$ cat src/rtl/dram_pkg.sv
// dram_pkg: shared definitions for the DRAM controller slice.
// Holds the FSM state codes, the byte-address field layout,
// the latched-operation record and the odd-parity helpers.
package dram_pkg;

  // Byte address layout: [17:16] bank, [15:8] row, [7:0] column
  localparam int ADDR_W  = 18;
  localparam int BANK_HI = 17;
  localparam int BANK_LO = 16;
  localparam int ROW_HI  = 15;
  localparam int ROW_LO  = 8;
  localparam int COL_HI  = 7;
  localparam int COL_LO  = 0;

  // Controller states
  localparam logic [2:0] ST_IDLE = 3'd0;
  localparam logic [2:0] ST_ROW  = 3'd1;
  localparam logic [2:0] ST_COL  = 3'd2;
  localparam logic [2:0] ST_HOLD = 3'd3;
  localparam logic [2:0] ST_PRE  = 3'd4;

  // Operation captured at accept time (bus access or refresh)
  typedef struct packed {
    logic       rfsh;
    logic       wr;
    logic [1:0] bank;
    logic [7:0] row;
    logic [7:0] col;
    logic [7:0] wdata;
  } op_t;

  // Parity bit that makes the 9 stored bits hold an odd number of ones
  function automatic logic odd_par(input logic [7:0] d);
    return ~^d;
  endfunction

  // True when data plus parity bit hold an odd number of ones
  function automatic logic par_ok(input logic [7:0] d, input logic p);
    return ^{d, p};
  endfunction

endpackage

$ cat src/rtl/dram_if.sv
// dram_if: bundles the CPU/DMA request bus and the bank-side DRAM pins.
// The slave modport is the controller; the master modport is the
// surrounding system (requester plus ram_bank array).
interface dram_if #(
  parameter int NBANKS = 4
);

  // Requester side
  logic              req;
  logic              wr;
  logic [17:0]       addr;
  logic [7:0]        wdata;
  logic [7:0]        rdata;
  logic              ack;
  logic              busy;
  logic              par_err;
  logic              par_clr;

  // Bank side
  logic [7:0]        ma;
  logic [7:0]        md_o;
  logic              mdp_o;
  logic [7:0]        md_i;
  logic              mdp_i;
  logic              md_oe;
  logic [NBANKS-1:0] ras_n;
  logic              cas_n;
  logic              we_n;

  modport slave (
    input  req, wr, addr, wdata, par_clr, md_i, mdp_i,
    output rdata, ack, busy, par_err, ma, md_o, mdp_o, md_oe, ras_n, cas_n, we_n
  );

  modport master (
    output req, wr, addr, wdata, par_clr, md_i, mdp_i,
    input  rdata, ack, busy, par_err, ma, md_o, mdp_o, md_oe, ras_n, cas_n, we_n
  );

endinterface

$ cat src/rtl/dram_refresh_timer.sv
// dram_refresh_timer: periodic refresh request generator.
// Raises a sticky pending flag every REFRESH_PERIOD cycles and keeps the
// row/bank pointers for the next refresh. Only built with DRAM_REFRESH_EN.
module dram_refresh_timer #(
  parameter int NBANKS         = 4,
  parameter int REFRESH_PERIOD = 234
) (
  input  logic       clk,
  input  logic       rst,
  input  logic       take,
  output logic       pend,
  output logic [7:0] row,
  output logic [1:0] bank
);

  localparam int PW = $clog2(REFRESH_PERIOD + 1);

  logic [PW-1:0] period_cnt;
  logic          fire;

  assign fire = (period_cnt == PW'(REFRESH_PERIOD - 1));

  // Period counter; a new tick re-arms pending even while a refresh is taken
  always_ff @(posedge clk) begin
    if (rst) begin
      period_cnt <= '0;
      pend       <= 1'b0;
    end else begin
      period_cnt <= fire ? '0 : period_cnt + 1'b1;
      if (fire)      pend <= 1'b1;
      else if (take) pend <= 1'b0;
    end
  end

  // Bank pointer steps per refresh; row steps each time the bank pointer wraps
  always_ff @(posedge clk) begin
    if (rst) begin
      bank <= '0;
      row  <= '0;
    end else if (take) begin
      if (bank == 2'(NBANKS - 1)) begin
        bank <= '0;
        row  <= row + 8'd1;
      end else begin
        bank <= bank + 2'd1;
      end
    end
  end

endmodule

$ cat src/rtl/dram_ctrl.sv
// dram_ctrl: byte-wide DRAM controller driving multiplexed RAS/CAS cycles
// into up to four 64 KB banks, with odd parity generate/check and a sticky
// parity error. Optional on-chip refresh scheduling: define DRAM_REFRESH_EN.
// All outputs are registered from the next-state decode so they line up
// with the state they belong to.
module dram_ctrl
  import dram_pkg::*;
#(
  parameter int NBANKS         = 4,
  parameter int CAS_WAIT       = 2,
  parameter int T_PRE          = 1,
  parameter int REFRESH_PERIOD = 234
) (
  input  logic   clk,
  input  logic   rst,
  dram_if.slave  bus
);

  logic [2:0]        state, state_nx;
  logic [7:0]        cnt, cnt_nx;
  op_t               op, op_nx;

  logic              rfsh_pend;
  logic [7:0]        rfsh_row;
  logic [1:0]        rfsh_bank;

  logic [NBANKS-1:0] ras_n_q, ras_n_nx;
  logic              cas_n_q, cas_n_nx;
  logic              we_n_q, we_n_nx;
  logic [7:0]        ma_q, ma_nx;
  logic [7:0]        md_o_q, md_o_nx;
  logic              mdp_o_q, mdp_o_nx;
  logic              md_oe_q, md_oe_nx;
  logic              ack_q, ack_nx;
  logic              busy_q;
  logic [7:0]        rdata_q;
  logic              par_err_q;

  logic              bank_ok;
  logic              rd_capture;
  logic              par_set;

`ifdef DRAM_REFRESH_EN
  dram_refresh_timer #(
    .NBANKS         (NBANKS),
    .REFRESH_PERIOD (REFRESH_PERIOD)
  ) u_refresh (
    .clk  (clk),
    .rst  (rst),
    .take (state == ST_IDLE && rfsh_pend),
    .pend (rfsh_pend),
    .row  (rfsh_row),
    .bank (rfsh_bank)
  );
`else
  assign rfsh_pend = 1'b0;
  assign rfsh_row  = '0;
  assign rfsh_bank = '0;
`endif

  // Read data is sampled on the last HOLD cycle of a bus read only
  assign bank_ok    = (int'(op.bank) < NBANKS);
  assign rd_capture = (state == ST_HOLD) && (cnt == 8'(CAS_WAIT - 1)) && !op.wr && !op.rfsh;
  assign par_set    = rd_capture && bank_ok && !par_ok(bus.md_i, bus.mdp_i);

  // Next-state, cycle counter and operation latch; refresh wins over req in IDLE
  always_comb begin
    // NOTE: every variable gets a default first so no path leaves it unassigned (no latch).
    state_nx = state;
    cnt_nx   = cnt;
    op_nx    = op;
    case (state)
      ST_IDLE: begin
        cnt_nx = '0;
        if (rfsh_pend) begin
          state_nx    = ST_ROW;
          op_nx.rfsh  = 1'b1;
          op_nx.wr    = 1'b0;
          op_nx.bank  = rfsh_bank;
          op_nx.row   = rfsh_row;
          op_nx.col   = '0;
          op_nx.wdata = '0;
        end else if (bus.req) begin
          state_nx    = ST_ROW;
          op_nx.rfsh  = 1'b0;
          op_nx.wr    = bus.wr;
          op_nx.bank  = bus.addr[BANK_HI:BANK_LO];
          op_nx.row   = bus.addr[ROW_HI:ROW_LO];
          op_nx.col   = bus.addr[COL_HI:COL_LO];
          op_nx.wdata = bus.wdata;
        end
      end
      ST_ROW: state_nx = ST_COL;
      ST_COL: begin
        state_nx = ST_HOLD;
        cnt_nx   = '0;
      end
      ST_HOLD: begin
        if (cnt == 8'(CAS_WAIT - 1)) begin
          state_nx = ST_PRE;
          cnt_nx   = '0;
        end else begin
          cnt_nx = cnt + 8'd1;
        end
      end
      ST_PRE: begin
        if (cnt == 8'(T_PRE - 1)) begin
          state_nx = ST_IDLE;
          cnt_nx   = '0;
        end else begin
          cnt_nx = cnt + 8'd1;
        end
      end
      default: state_nx = ST_IDLE;
    endcase
  end

  // Pin values for the state being entered; out-of-range banks get no ras_n
  always_comb begin
    ras_n_nx = '1;
    cas_n_nx = 1'b1;
    we_n_nx  = 1'b1;
    ma_nx    = '0;
    md_o_nx  = '0;
    mdp_o_nx = 1'b0;
    md_oe_nx = 1'b0;
    ack_nx   = 1'b0;
    case (state_nx)
      ST_ROW: begin
        ma_nx = op_nx.row;
        for (int b = 0; b < NBANKS; b++)
          if (op_nx.bank == 2'(b)) ras_n_nx[b] = 1'b0;
      end
      ST_COL, ST_HOLD: begin
        ma_nx    = op_nx.col;
        cas_n_nx = 1'b0;
        for (int b = 0; b < NBANKS; b++)
          if (op_nx.bank == 2'(b)) ras_n_nx[b] = 1'b0;
        if (op_nx.wr) begin
          we_n_nx  = 1'b0;
          md_oe_nx = 1'b1;
          md_o_nx  = op_nx.wdata;
          mdp_o_nx = odd_par(op_nx.wdata);
        end
      end
      ST_PRE: ack_nx = (state == ST_HOLD) && !op.rfsh;
      default: ;
    endcase
  end

  // State and output registers; reset aborts any access mid-cycle
  always_ff @(posedge clk) begin
    if (rst) begin
      state     <= ST_IDLE;
      cnt       <= '0;
      op        <= '0;
      ras_n_q   <= '1;
      cas_n_q   <= 1'b1;
      we_n_q    <= 1'b1;
      ma_q      <= '0;
      md_o_q    <= '0;
      mdp_o_q   <= 1'b0;
      md_oe_q   <= 1'b0;
      ack_q     <= 1'b0;
      busy_q    <= 1'b0;
      rdata_q   <= '0;
      par_err_q <= 1'b0;
    end else begin
      // NOTE: non-blocking assignments so every register sees pre-edge values.
      state     <= state_nx;
      cnt       <= cnt_nx;
      op        <= op_nx;
      ras_n_q   <= ras_n_nx;
      cas_n_q   <= cas_n_nx;
      we_n_q    <= we_n_nx;
      ma_q      <= ma_nx;
      md_o_q    <= md_o_nx;
      mdp_o_q   <= mdp_o_nx;
      md_oe_q   <= md_oe_nx;
      ack_q     <= ack_nx;
      busy_q    <= (state_nx != ST_IDLE);
      if (rd_capture) rdata_q <= bank_ok ? bus.md_i : 8'hFF;
      par_err_q <= par_set | (par_err_q & ~bus.par_clr);
    end
  end

  assign bus.ras_n   = ras_n_q;
  assign bus.cas_n   = cas_n_q;
  assign bus.we_n    = we_n_q;
  assign bus.ma      = ma_q;
  assign bus.md_o    = md_o_q;
  assign bus.mdp_o   = mdp_o_q;
  assign bus.md_oe   = md_oe_q;
  assign bus.ack     = ack_q;
  assign bus.busy    = busy_q;
  assign bus.rdata   = rdata_q;
  assign bus.par_err = par_err_q;

endmodule

$ cat src/flat_wrapper.sv
// flat-port wrapper written by rule: the top's interface ports become plain ports
module dram_ctrl_flat import dram_pkg::*;
#(
  parameter int NBANKS         = 4,
  parameter int CAS_WAIT       = 2,
  parameter int T_PRE          = 1,
  parameter int REFRESH_PERIOD = 234
)
  (clk, rst, bus_req, bus_wr, bus_addr, bus_wdata, bus_par_clr, bus_md_i, bus_mdp_i, bus_rdata, bus_ack, bus_busy, bus_par_err, bus_ma, bus_md_o, bus_mdp_o, bus_md_oe, bus_ras_n, bus_cas_n, bus_we_n);
  dram_if #(.NBANKS(NBANKS)) bus_i ();
  input  logic clk;
  input  logic rst;
  input wire logic [$bits(bus_i.req)-1:0] bus_req;
  input wire logic [$bits(bus_i.wr)-1:0] bus_wr;
  input wire logic [$bits(bus_i.addr)-1:0] bus_addr;
  input wire logic [$bits(bus_i.wdata)-1:0] bus_wdata;
  input wire logic [$bits(bus_i.par_clr)-1:0] bus_par_clr;
  input wire logic [$bits(bus_i.md_i)-1:0] bus_md_i;
  input wire logic [$bits(bus_i.mdp_i)-1:0] bus_mdp_i;
  output wire logic [$bits(bus_i.rdata)-1:0] bus_rdata;
  output wire logic [$bits(bus_i.ack)-1:0] bus_ack;
  output wire logic [$bits(bus_i.busy)-1:0] bus_busy;
  output wire logic [$bits(bus_i.par_err)-1:0] bus_par_err;
  output wire logic [$bits(bus_i.ma)-1:0] bus_ma;
  output wire logic [$bits(bus_i.md_o)-1:0] bus_md_o;
  output wire logic [$bits(bus_i.mdp_o)-1:0] bus_mdp_o;
  output wire logic [$bits(bus_i.md_oe)-1:0] bus_md_oe;
  output wire logic [$bits(bus_i.ras_n)-1:0] bus_ras_n;
  output wire logic [$bits(bus_i.cas_n)-1:0] bus_cas_n;
  output wire logic [$bits(bus_i.we_n)-1:0] bus_we_n;
  assign bus_i.req = bus_req;
  assign bus_i.wr = bus_wr;
  assign bus_i.addr = bus_addr;
  assign bus_i.wdata = bus_wdata;
  assign bus_i.par_clr = bus_par_clr;
  assign bus_i.md_i = bus_md_i;
  assign bus_i.mdp_i = bus_mdp_i;
  assign bus_rdata = bus_i.rdata;
  assign bus_ack = bus_i.ack;
  assign bus_busy = bus_i.busy;
  assign bus_par_err = bus_i.par_err;
  assign bus_ma = bus_i.ma;
  assign bus_md_o = bus_i.md_o;
  assign bus_mdp_o = bus_i.mdp_o;
  assign bus_md_oe = bus_i.md_oe;
  assign bus_ras_n = bus_i.ras_n;
  assign bus_cas_n = bus_i.cas_n;
  assign bus_we_n = bus_i.we_n;
  dram_ctrl #(.NBANKS(NBANKS), .CAS_WAIT(CAS_WAIT), .T_PRE(T_PRE), .REFRESH_PERIOD(REFRESH_PERIOD)) u_core (.clk(clk), .rst(rst), .bus(bus_i));
endmodule
$ cat config.mk
export PLATFORM = sky130hd
export DESIGN_NAME = dram_ctrl_flat
export DESIGN_NICKNAME = d
export VERILOG_FILES = /design/src/rtl/dram_pkg.sv /design/src/rtl/dram_if.sv /design/src/rtl/dram_refresh_timer.sv /design/src/rtl/dram_ctrl.sv /design/src/flat_wrapper.sv
export SDC_FILE = /design/constraint.sdc
export NUM_CORES = 1
export LEC_CHECK = 0
export ABC_AREA = 0
export BUFFER_PORTS_ARGS = -buffer_cell sky130_fd_sc_hd__buf_2
export CORE_MARGIN = 2
export CORE_UTILIZATION = 47
export CTS_CLUSTER_SIZE = 8
export DETAILED_ROUTE_END_ITERATION = 6
export GPL_ROUTABILITY_DRIVEN = 0
export PLACE_DENSITY = 0.75
export SYNTH_ARGS = -nofsm -noshare
export SYNTH_HDL_FRONTEND = slang
export SYNTH_SLANG_ARGS = --single-unit
$ cat constraint.sdc
create_clock -name clk -period 1.7 [get_ports clk]
set_input_delay 0.085 -clock clk [delete_from_list [all_inputs] [get_ports clk]]
set_output_delay 0.085 -clock clk [all_outputs]
set_load 0.1 [all_outputs]
==> run metrics, run 1 <==
Async SR Flop Fraction 0%; non-filler cells, final 480; minimum clock period 1650 ps; Slew @ Worst Pin 526 ps; most frequent cells after synthesis dfxtp_1 (73), nand2_1 (48), nor2_1 (35), mux2i_1 (20), a21oi_1 (19); Die Width 82.0 um; Buf+Inv Stages, Crit Path 0; ANT nets after route 0; initial core utilization 48.6%; area fraction of the dominant cell type after synthesis 51.1%; dominant cell type by area after synthesis dfxtp_1; worst r2r src u_core.state[0]; GR Layer Usage met1 23.6%; layout cell share with drive strength beyond 1 33.8%; crit path launch u_core.state[0]; Worst-Skew Late Latency 340 ps; status finished clean; Seq/Total Area, Yosys 51.1%; met3 track utilization from global routing 4.29%; top_reg_cell synth dfxtp_1; Syn Inst Count 294; area grow syn2layout 32.5%; largest net degree at the start of global routing 29; vias in the first global route 2163; total power 0.00406 W; CTS tree yes; CP delay by family, top compound AO/OA/AOI/OAI gates; all-layer global routing usage 19.1%; final wirelength 6.28 mm; # rows 28; Lkg Pwr 1.71 nW; Slowest Stage Delay on Critical Path 430 ps; Worst setup endpoint u_core.cnt[7]; Critical Path Start Type flip-flop; routing usage on met2 30.7%; Max-slew headroom 64.9%; busiest metal layer after global routing met2; Final Skew 11.1 ps; Overflow after GRT 0; Slowest-stage cell, CP or3b_4; crit path kind reg -> reg; FF-to-FF setup slack 50 ps; syn nets 337; Synthesis Warnings 0; Total Nets Final 444; CTS buffer count 9; filler instances 485; post-synthesis cell area 2860 um2; post-DP HPWL 4.27 mm; RSZ-0062 raised after global routing yes; post-DR vias/cell 4.95; TritonRoute pass-1 iters 4; Register-to-Register Path Depth 5; setup_tns 0 ps; Synth area leaders dfxtp_1 (51%), mux2i_1 (7.0%), nand2_1 (6.3%); core area 5890 um2; crit-path max FO 6; Max-cap violations 0; Post-synth EDFFs 0; first-pass GRT wire length 9.68 mm; PwrDens 1070 nW/um2; DRT iter0 DRCs 115; # port buffers 74; max frequency 606 MHz; Worst path depth 5; CTS clk-pin slew, worst paths 80 ps; boundary pin count 75; setup violators final 0; Sink Count 73; antenna cells 0; Syn Area/Cell 9.72 um2; Die Ht 82.0 um; most frequent cell after synthesis dfxtp_1; Place WS -62.2 ps; fin crit share 97.1%; critical path endpoint category flip-flop; Synth Register Bits 73; Worst VDD drop 0.000686 V; Cell variety after synth 44; H-tree levels 3; r2r endpoint u_core.cnt[7]; # DRC 0; hold crit path type in -> reg; Inst Count DP 449; Slew Limit Fails 0; initial antenna violation count 0; CTS root buffer clkbuf_8; via count 2375; Clock Path Buffers 2; crit-path cells or3b_4, a31oi_4, o21bai_4, a41oi_1, a311oi_1; die area 6720 um2; Fin. Hold Viols 0; CP required 1940 ps; CP arrival 1890 ps; drt wl/cell 13.1 um; Final WS setup 49.5 ps
==> sequential cells by signal, indices dropped and copies added, names as in the netlist, 3 cells and up <==
signal	cells
u_core.cnt	8
u_core.state	3
u_core.bus.md_o	8
u_core.bus.ma	8
u_core.bus.rdata	8
u_core.bus.ras_n	4
u_core.op	27
==> logic make-up after synthesis <==
family	Yosys count	share of synthesized area, %
adder cells (fa/ha/maj)	3	1.31
XOR/XNOR	20	6.61
flip-flops	73	51.1
buffers and inverters	24	4.90
AND/OR/NAND/NOR	105	16.7
AO/OA/AOI/OAI	48	11.9
multiplexers	21	7.40
==> how the worst min path moves through the flow <==
stage	start	end	slack (ps)	cells past startpoint
CTS	bus_addr[3]	u_core.op[11]	3	3
global placement	bus_md_i[5]	u_core.bus.rdata[5]	340	3
detailed placement	bus_md_i[7]	u_core.bus.rdata[7]	350	3
finish	bus_md_i[4]	u_core.bus.rdata[4]	10	3
global route	bus_addr[12]	u_core.op[20]	5	3
floorplan	rst	u_core.op[26]	170	1
==> where the power goes <==
group | internal [W] | switching (W) | total (W) | leakage [nW]
clock network | 0.000819 | 0.000616 | 0.00143 | 0.102
registers | 0.00179 | 0.0000368 | 0.00183 | 0.597
logic | 0.000292 | 0.000499 | 0.000791 | 1.01
total | 0.00290 | 0.00115 | 0.00406 | 1.71
==> cells in the final DEF, fill, tap and decap left out, types with 4 or more instances in the layout <==
cell type / instances
mux2i_1: 20
nand2_1: 48
a22o_1: 8
clkbuf_8: 9
nand3_1: 4
a31oi_1: 4
xnor2_1: 16
nor2_1: 34
buf_4: 26
dlygate4sd3_1: 9
inv_1: 5
a21oi_1: 19
nand3b_1: 4
dfxtp_1: 69
buf_2: 74
==> metal layers <==
layer | wire (um) | share of wire, % | vias up
li1 | - | - | 1205
met5 | 0 | 0 | -
met2 | 2980 | 47 | 75
met3 | 367 | 5.8 | 8
met1 | 2820 | 45 | 1087
met4 | 120 | 1.9 | 0
==> worst register-to-register path, stage by stage (launching register included) <==
cell and delay (ps):
dfxtp_2 360, or3b_4 430, a31oi_4 190, o21bai_4 180, a41oi_1 130, a311oi_1 260
==> per-stage QoR <==
stage          area (um2)  utilization [%]  hold slack [ps]
6_report             3790             64.3             10.9
2_1_floorplan        2860                -              166
5_1_grt              3790             64.3             4.96
3_5_place_dp         3390             57.6              351
4_1_cts              3710             63.0             2.55
3_3_place_gp         3390             57.6              341
==> what timing repair did <==
item,in CTS,in global routing
gates resized for setup,2,13
cloned,0,1
endpoints found under the setup margin,12,32
endpoints found under the hold margin,9,0
hold buffers,9,0
pin swaps,0,3
setup buffers,2,4
==> layout make-up <==
type / count / area, um2 / share of cell area, %
Clock buffer: 10 / 128 / 3.37
Clock inverter: 5 / 81.3 / 2.15
Inverter: 7 / 26.3 / 0.694
Multi-Input combinational cell: 198 / 1300 / 34.3
Sequential cell: 73 / 1470 / 38.8
Tap cell: 75 / 93.8 / 2.48
Timing Repair Buffer: 112 / 689 / 18.2
Power figures use the tool's default switching activity.
==> run 2, diff against run 1 <==
--- a/config.mk
+++ b/config.mk
@@ -9,10 +9,12 @@
 export BUFFER_PORTS_ARGS = -buffer_cell sky130_fd_sc_hd__buf_2
 export CORE_MARGIN = 2
 export CORE_UTILIZATION = 47
+export CTS_BUF_LIST = sky130_fd_sc_hd__clkbuf_16
 export CTS_CLUSTER_SIZE = 8
 export DETAILED_ROUTE_END_ITERATION = 6
 export GPL_ROUTABILITY_DRIVEN = 0
 export PLACE_DENSITY = 0.75
 export SYNTH_ARGS = -nofsm -noshare
 export SYNTH_HDL_FRONTEND = slang
+export SYNTH_HIERARCHICAL = 1
 export SYNTH_SLANG_ARGS = --single-unit
==> run metrics, run 2 <==
adder-cell share of the synthesized area 1.31% (-0.0029 points); die area 6730 um2 (+0.21%); Synth Register Bits 73 (unchanged); WHS Endpoint u_core/op[20]; RSZ-0062 raised after global routing yes; Largest Register u_core/op; Syn Area/Cell 9.42 um2 (-3.1%); Seq/Total Area, Yosys 51.0% (-0.11 points); Max-slew headroom 66.3% (+1.3 points); HP Start bus_addr[12]; most frequent cells in the layout buf_2 (74), dfxtp_1 (65), nand2_1 (56); core area 5920 um2 (+0.60%); CTS clk-pin slew, worst paths 60 ps (-20 ps); first-pass GRT wire length 10.2 mm (+5.4%); Slew Limit Fails 0 (unchanged); Synthesis Warnings 6 (+6); top_reg_cell synth dfxtp_1; largest net degree at the start of global routing 29 (unchanged); dominant cell type by area after synthesis dfxtp_1; Slowest-stage cell, CP dfxtp_2; xor/xnor share of the synthesized area 6.90% (+0.29 points); minimum clock period 1710 ps (+63.9 ps); Max-cap violations 0 (unchanged); layout cell share with drive strength beyond 1 36.1% (+2.3 points); Buf+Inv Stages, Crit Path 2 (+2); Clk pwr share 45.2% (+9.8 points); # port buffers 74 (unchanged); Lkg Pwr 1.72 nW (+0.24%); Seq pwr share 38.3% (-6.8 points); all-layer global routing usage 20.4% (+1.3 points); most frequent cell after synthesis dfxtp_1; Post-synth EDFFs 0 (unchanged); most frequent cells after synthesis dfxtp_1 (73), nand2_1 (56), nor2_1 (39), a21oi_1 (24); combinational power share 16.6% (-2.9 points); fin crit share 101% (+3.8 points); Int Pwr 0.00352 W (+21%); via count 2423 (+2.0%); most common cell after layout, fill and taps aside buf_2; Slew @ Worst Pin 506 ps (-19.6 ps); DRT iter0 DRCs 124 (+7.8%); Register-to-Register Path Depth 7 (+2); Design Area, Final 4020 um2 (+6.1%); post-synthesis cell area 2860 um2 (+0.22%); Critical Path Start Type flip-flop; sw power 0.00125 W (+8.3%); Overflow after GRT 0 (unchanged); failing checks setup timing; r2r endpoint u_core/bus.rdata[7]; Final Skew 6.57 ps (-4.49 ps); Final WS setup -14.5 ps (-63.9 ps); crit-path max FO 5 (-1); Total Nets Final 448 (+0.90%); antenna cells 0 (unchanged); post-synthesis mux area share 6.68% (-0.72 points); status finished, violations left; Sink Count 73 (unchanged); H-tree levels 3 (unchanged); CP arrival 1930 ps (+40 ps); crit path kind reg -> reg; max frequency 583 MHz (-3.7%); Cell Area, Placed 3450 um2 (+1.9%); Clock Path Buffers 2 (unchanged); area grow syn2layout 40.3%; hold crit path type in -> reg; max FFs per register 27 (unchanged); area fraction of the dominant cell type after synthesis 51.0% (-0.11 points); CTS root buffer clkbuf_16; Die Ht 82.1 um (+0.10%); FF-to-FF setup slack -10 ps (-60 ps); setup_tns -26.3 ps (-26.3 ps); ANT nets after route 0 (unchanged); final wirelength 6.76 mm (+7.5%); Worst VDD drop 0.000781 V (+14%); TritonRoute pass-1 iters 5 (+1); boundary pin count 75 (unchanged); Async SR Flop Fraction 0% (unchanged); post-DP HPWL 4.23 mm (-0.92%); critical path endpoint category flip-flop; initial core utilization 48.4% (-0.18 points); PwrDens 1190 nW/um2 (+11%); worst r2r src u_core/cnt[6]; syn nets 347 (+3.0%); vias in the first global route 2252 (+4.1%); Switching Share 26.1% (-2.2 points); Cell variety after synth 40 (-9.1%); setup violators final 3 (+3); Die Width 82.1 um (+0.10%); Synth Area in Simple Gates 19.1% (+2.4 points); CTS tree yes; CP required 1910 ps (-30 ps); Synth area leaders dfxtp_1 (51%), nand2_1 (7.3%), mux2i_1 (6.3%); Slowest Stage Delay on Critical Path 340 ps (-90 ps); # rows 28 (unchanged); Worst-Skew Late Latency 330 ps (about the same); main combinational cell family by area after synthesis simple AND/OR/NAND/NOR gates; Fin. Hold Viols 0 (unchanged); drt wl/cell 13.9 um (+6.4%); initial antenna violation count 0 (unchanged); complex-gate fraction of the synthesized area 10.6% (-1.3 points); # DRC 0 (unchanged); Syn Inst Count 304 (+3.4%); hold depth 3 (unchanged); post-DR vias/cell 5.00 (+0.97%); CTS buffer count 9 (unchanged); CP delay by family, top simple AND/OR/NAND/NOR gates; crit-path cells nor4_4, nand4_1, buf_4, nor3_4, buf_6, mux2i_1, nor2_1
## run 2: worst max path at each step
| stage | start | end | slack [ps] | cells past startpoint |
|---|---|---|---|---|
| after detailed placement | u_core/cnt[1] | u_core/bus.mdp_o | -150 | 7 |
| after floorplan | u_core/state[1] | u_core/cnt[2] | 30 | 6 |
| after global placement | u_core/cnt[3] | u_core/bus.rdata[6] | -100 | 7 |
| after CTS | u_core/cnt[3] | u_core/cnt[2] | 9 | 6 |
| after global routing | u_core/cnt[6] | u_core/bus.rdata[7] | -140 | 7 |
| final | u_core/cnt[6] | u_core/bus.rdata[7] | -10 | 7 |
## run 2: cell type report
cell class	count	area, um2
repair buffers	106	701
well taps	75	93.8
clock buffers	9	225
fillers	468	1900
flip-flops and latches	73	1470
clock inverters	7	119
multi-input cells	209	1380
inverters	6	22.5
## run 2: metrics by stage
step	setup slack (ps)	util [%]	cells	total power (W)	hold slack [ps]
2_1_floorplan	29.8	-	304	0.00238	166
3_3_place_gp	-104	58.3	461	0.00256	343
3_5_place_dp	-147	58.3	461	0.00257	359
4_1_cts	8.93	65.2	480	0.00473	11.5
5_1_grt	-142	67.9	485	0.00494	20.1
6_report	-14.5	67.9	485	0.00477	15.0
## run 2: cell families after synthesis
kind of cell               Yosys count
muxes                               19
AOI/OAI and AO/OA                   45
adders and majority gates            3
xor gates and xnor gates            21
and+or+nand+nor                    121
DFF                                 73
buffers and inverters               22
## run 2: power groups by stage
stage	Sequential, W	Combinational (W)	Clock [W]
6_report	0.00183	0.000790	0.00215
5_1_grt	0.00183	0.000846	0.00226
4_1_cts	0.00182	0.000727	0.00218
3_5_place_dp	0.00186	0.000716	0
3_3_place_gp	0.00185	0.000707	0
2_1_floorplan	0.00207	0.000318	0
## run 2: timing repair
action	in CTS	in global routing
gates resized for setup	10	27
hold endpoints to repair	0	0
hold buffers	0	0
pin swaps	2	3
setup endpoints to repair	32	39
gates cloned	1	1
setup buffers	2	4
## run 2: worst register-to-register path, cell delays in order (launching register included)
cell and delay (ps):
dfxtp_2 340, nor4_4 300, nand4_1 160, buf_4 180, nor3_4 190, buf_6 180
mux2i_1 200, nor2_1 50
## run 2: per-layer routing
| layer | track usage [%] | part of all wire [%] | vias up |
|---|---|---|---|
| met3 | 5.16 | 5.6 | 7 |
| met1 | 24.8 | 43 | 1130 |
| met2 | 33.0 | 50 | 72 |
| met5 | 0 | 0 | - |
| li1 | - | - | 1214 |
| met4 | 11.0 | 1.7 | 0 |
==> run 3, diff against run 2 <==
--- a/config.mk
+++ b/config.mk
@@ -14,6 +14,7 @@
 export DETAILED_ROUTE_END_ITERATION = 6
 export GPL_ROUTABILITY_DRIVEN = 0
 export PLACE_DENSITY = 0.75
+export RECOVER_POWER = 25
 export SYNTH_ARGS = -nofsm -noshare
 export SYNTH_HDL_FRONTEND = slang
 export SYNTH_HIERARCHICAL = 1
==> run metrics, run 3 (synthesis gave the netlist of run 2 again) <==
Max-slew headroom 63.5% (-2.8 points); ANT nets after route 0 (unchanged); Critical Path Start Type flip-flop; CP required 1910 ps (about the same); core area 5920 um2 (unchanged); FF+latch area 1470 um2 (unchanged); Seq pwr share 38.3% (about the same); layout cell share with drive strength beyond 1 36.1% (unchanged); Total Nets Final 448 (unchanged); hold crit path type in -> reg; initial core utilization 48.4% (unchanged); Switching Share 26.2% (+0.079 points); Clk pwr share 45.2% (about the same); minimum clock period 1710 ps (-1.31 ps); antenna cells 0 (unchanged); # port buffers 74 (unchanged); all-layer global routing usage 20.4% (unchanged); Fin. Hold Viols 0 (unchanged); Final Skew 6.62 ps (+0.0523 ps); boundary pin count 75 (unchanged); failing checks setup timing; first-pass GRT wire length 10.2 mm (unchanged); total power 0.00478 W (about the same); Max-cap violations 0 (unchanged); Final WS setup -13.2 ps (+1.31 ps); max frequency 584 MHz (about the same); area grow syn2layout 40.3% (unchanged); Slew @ Worst Pin 550 ps (+43.7 ps); setup violators final 4 (+1); die area 6730 um2 (unchanged); Sink Count 73 (unchanged); post-DR vias/cell 5.01 (+0.29%); CTS root buffer clkbuf_16; fin crit share 101% (about the same); final wirelength 6.74 mm (-0.31%); H-tree levels 3 (unchanged); Largest Register u_core/op; CTS clk-pin slew, worst paths 60 ps (about the same); Worst-Skew Late Latency 330 ps (about the same); combinational power share 16.5% (about the same); Design Area, Final 4020 um2 (unchanged); drt wl/cell 13.9 um (-0.31%); initial antenna violation count 0 (unchanged); most frequent cells in the layout dfxtp_1 (65), nand2_1 (56), buf_2 (51); TritonRoute pass-1 iters 4 (-1); area of the multi-input gates 1380 um2 (unchanged); Cell Area, Placed 3450 um2 (unchanged); PwrDens 1190 nW/um2 (about the same); status finished, violations left; # rows 28 (unchanged); DRT iter0 DRCs 115 (-7.3%); Lkg Pwr 1.71 nW (-0.40%); Die Ht 82.1 um (unchanged); max FFs per register 27 (unchanged); crit-path max FO 5 (unchanged); RSZ-0062 raised after global routing yes; CTS tree yes; filler instances 468 (unchanged); sw power 0.00125 W (+0.39%); Clock Path Buffers 2 (unchanged); vias in the first global route 2252 (unchanged); Die Width 82.1 um (unchanged); CP arrival 1930 ps (about the same); largest net degree at the start of global routing 29 (unchanged); via count 2430 (+0.29%); Int Pwr 0.00352 W (about the same); post-DP HPWL 4.23 mm (unchanged); CTS buffer count 9 (unchanged); critical path endpoint category flip-flop; Slew Limit Fails 0 (unchanged); Worst VDD drop 0.000785 V (+0.52%); most common cell after layout, fill and taps aside dfxtp_1; crit path kind reg -> reg; Overflow after GRT 0 (unchanged); # DRC 0 (unchanged); # hold bufs at CTS 0 (unchanged)
[run 3: cell count changes in the layout (fill, tap and decap cells not counted)]
cell / change
clkbuf_2: +23
buf_2: -23
[run 3: cell type report]
type	count	share of cell area, %
sequential	73	36.7
multi-input combinational	209	34.4
timing repair buffer	106	17.4
clock buffer	9	5.61
clock inverter	7	2.96
tap	75	2.34
inverter	6	0.561
[run 3: power groups by stage]
stage	clock network (W)	logic [W]	registers [W]
2_1_floorplan	0	0.000318	0.00207
3_3_place_gp	0	0.000707	0.00185
3_5_place_dp	0	0.000716	0.00186
4_1_cts	0.00218	0.000727	0.00182
5_1_grt	0.00226	0.000846	0.00184
6_report	0.00216	0.000788	0.00183
[run 3: routing by layer]
metal / global-route usage, % / wire length [um]
met5: 0 / 0
met1: 24.8 / 2880
met2: 33.0 / 3390
met3: 5.16 / 353
met4: 11.0 / 112
[run 3: worst paths after layout]
kind | start | end | slack [ps] | cells past startpoint
worst min-delay path | bus_addr[8] | u_core/op[16] | 20 | 3
worst min register to register | u_core/op[16] | u_core/op[16] | 460 | 2
worst max register to register | u_core/cnt[6] | u_core/bus.rdata[7] | -10 | 7
worst max-delay path | u_core/cnt[6] | u_core/bus.rdata[7] | -10 | 7
[run 3: per-stage QoR]
step	utilization, %	std cells	setup WS (ps)	hold WS, ps	TNS, ps
after floorplan	-	304	29.8	166	0
after global placement	58.3	461	-104	343	-1360
after detailed placement	58.3	461	-147	359	-2140
after CTS	65.2	480	8.93	11.5	0
after global routing	67.9	485	-142	20.1	-1110
final	67.9	485	-13.2	17.9	-28.8
[run 3: repair_timing]
| item | CTS | global route |
|---|---|---|
| gates cloned | 1 | 1 |
| pin swaps | 2 | 3 |
| endpoints found under the setup margin | 32 | 39 |
| setup buffers | 2 | 4 |
| gates resized for setup | 10 | 27 |
[run 3: worst max-delay path: stages, from the launching register on]
cell	delay [ps]
dfxtp_2	340
nor4_4	300
nand4_1	160
buf_4	180
nor3_4	190
buf_6	170
mux2i_1	200
nor2_1	50
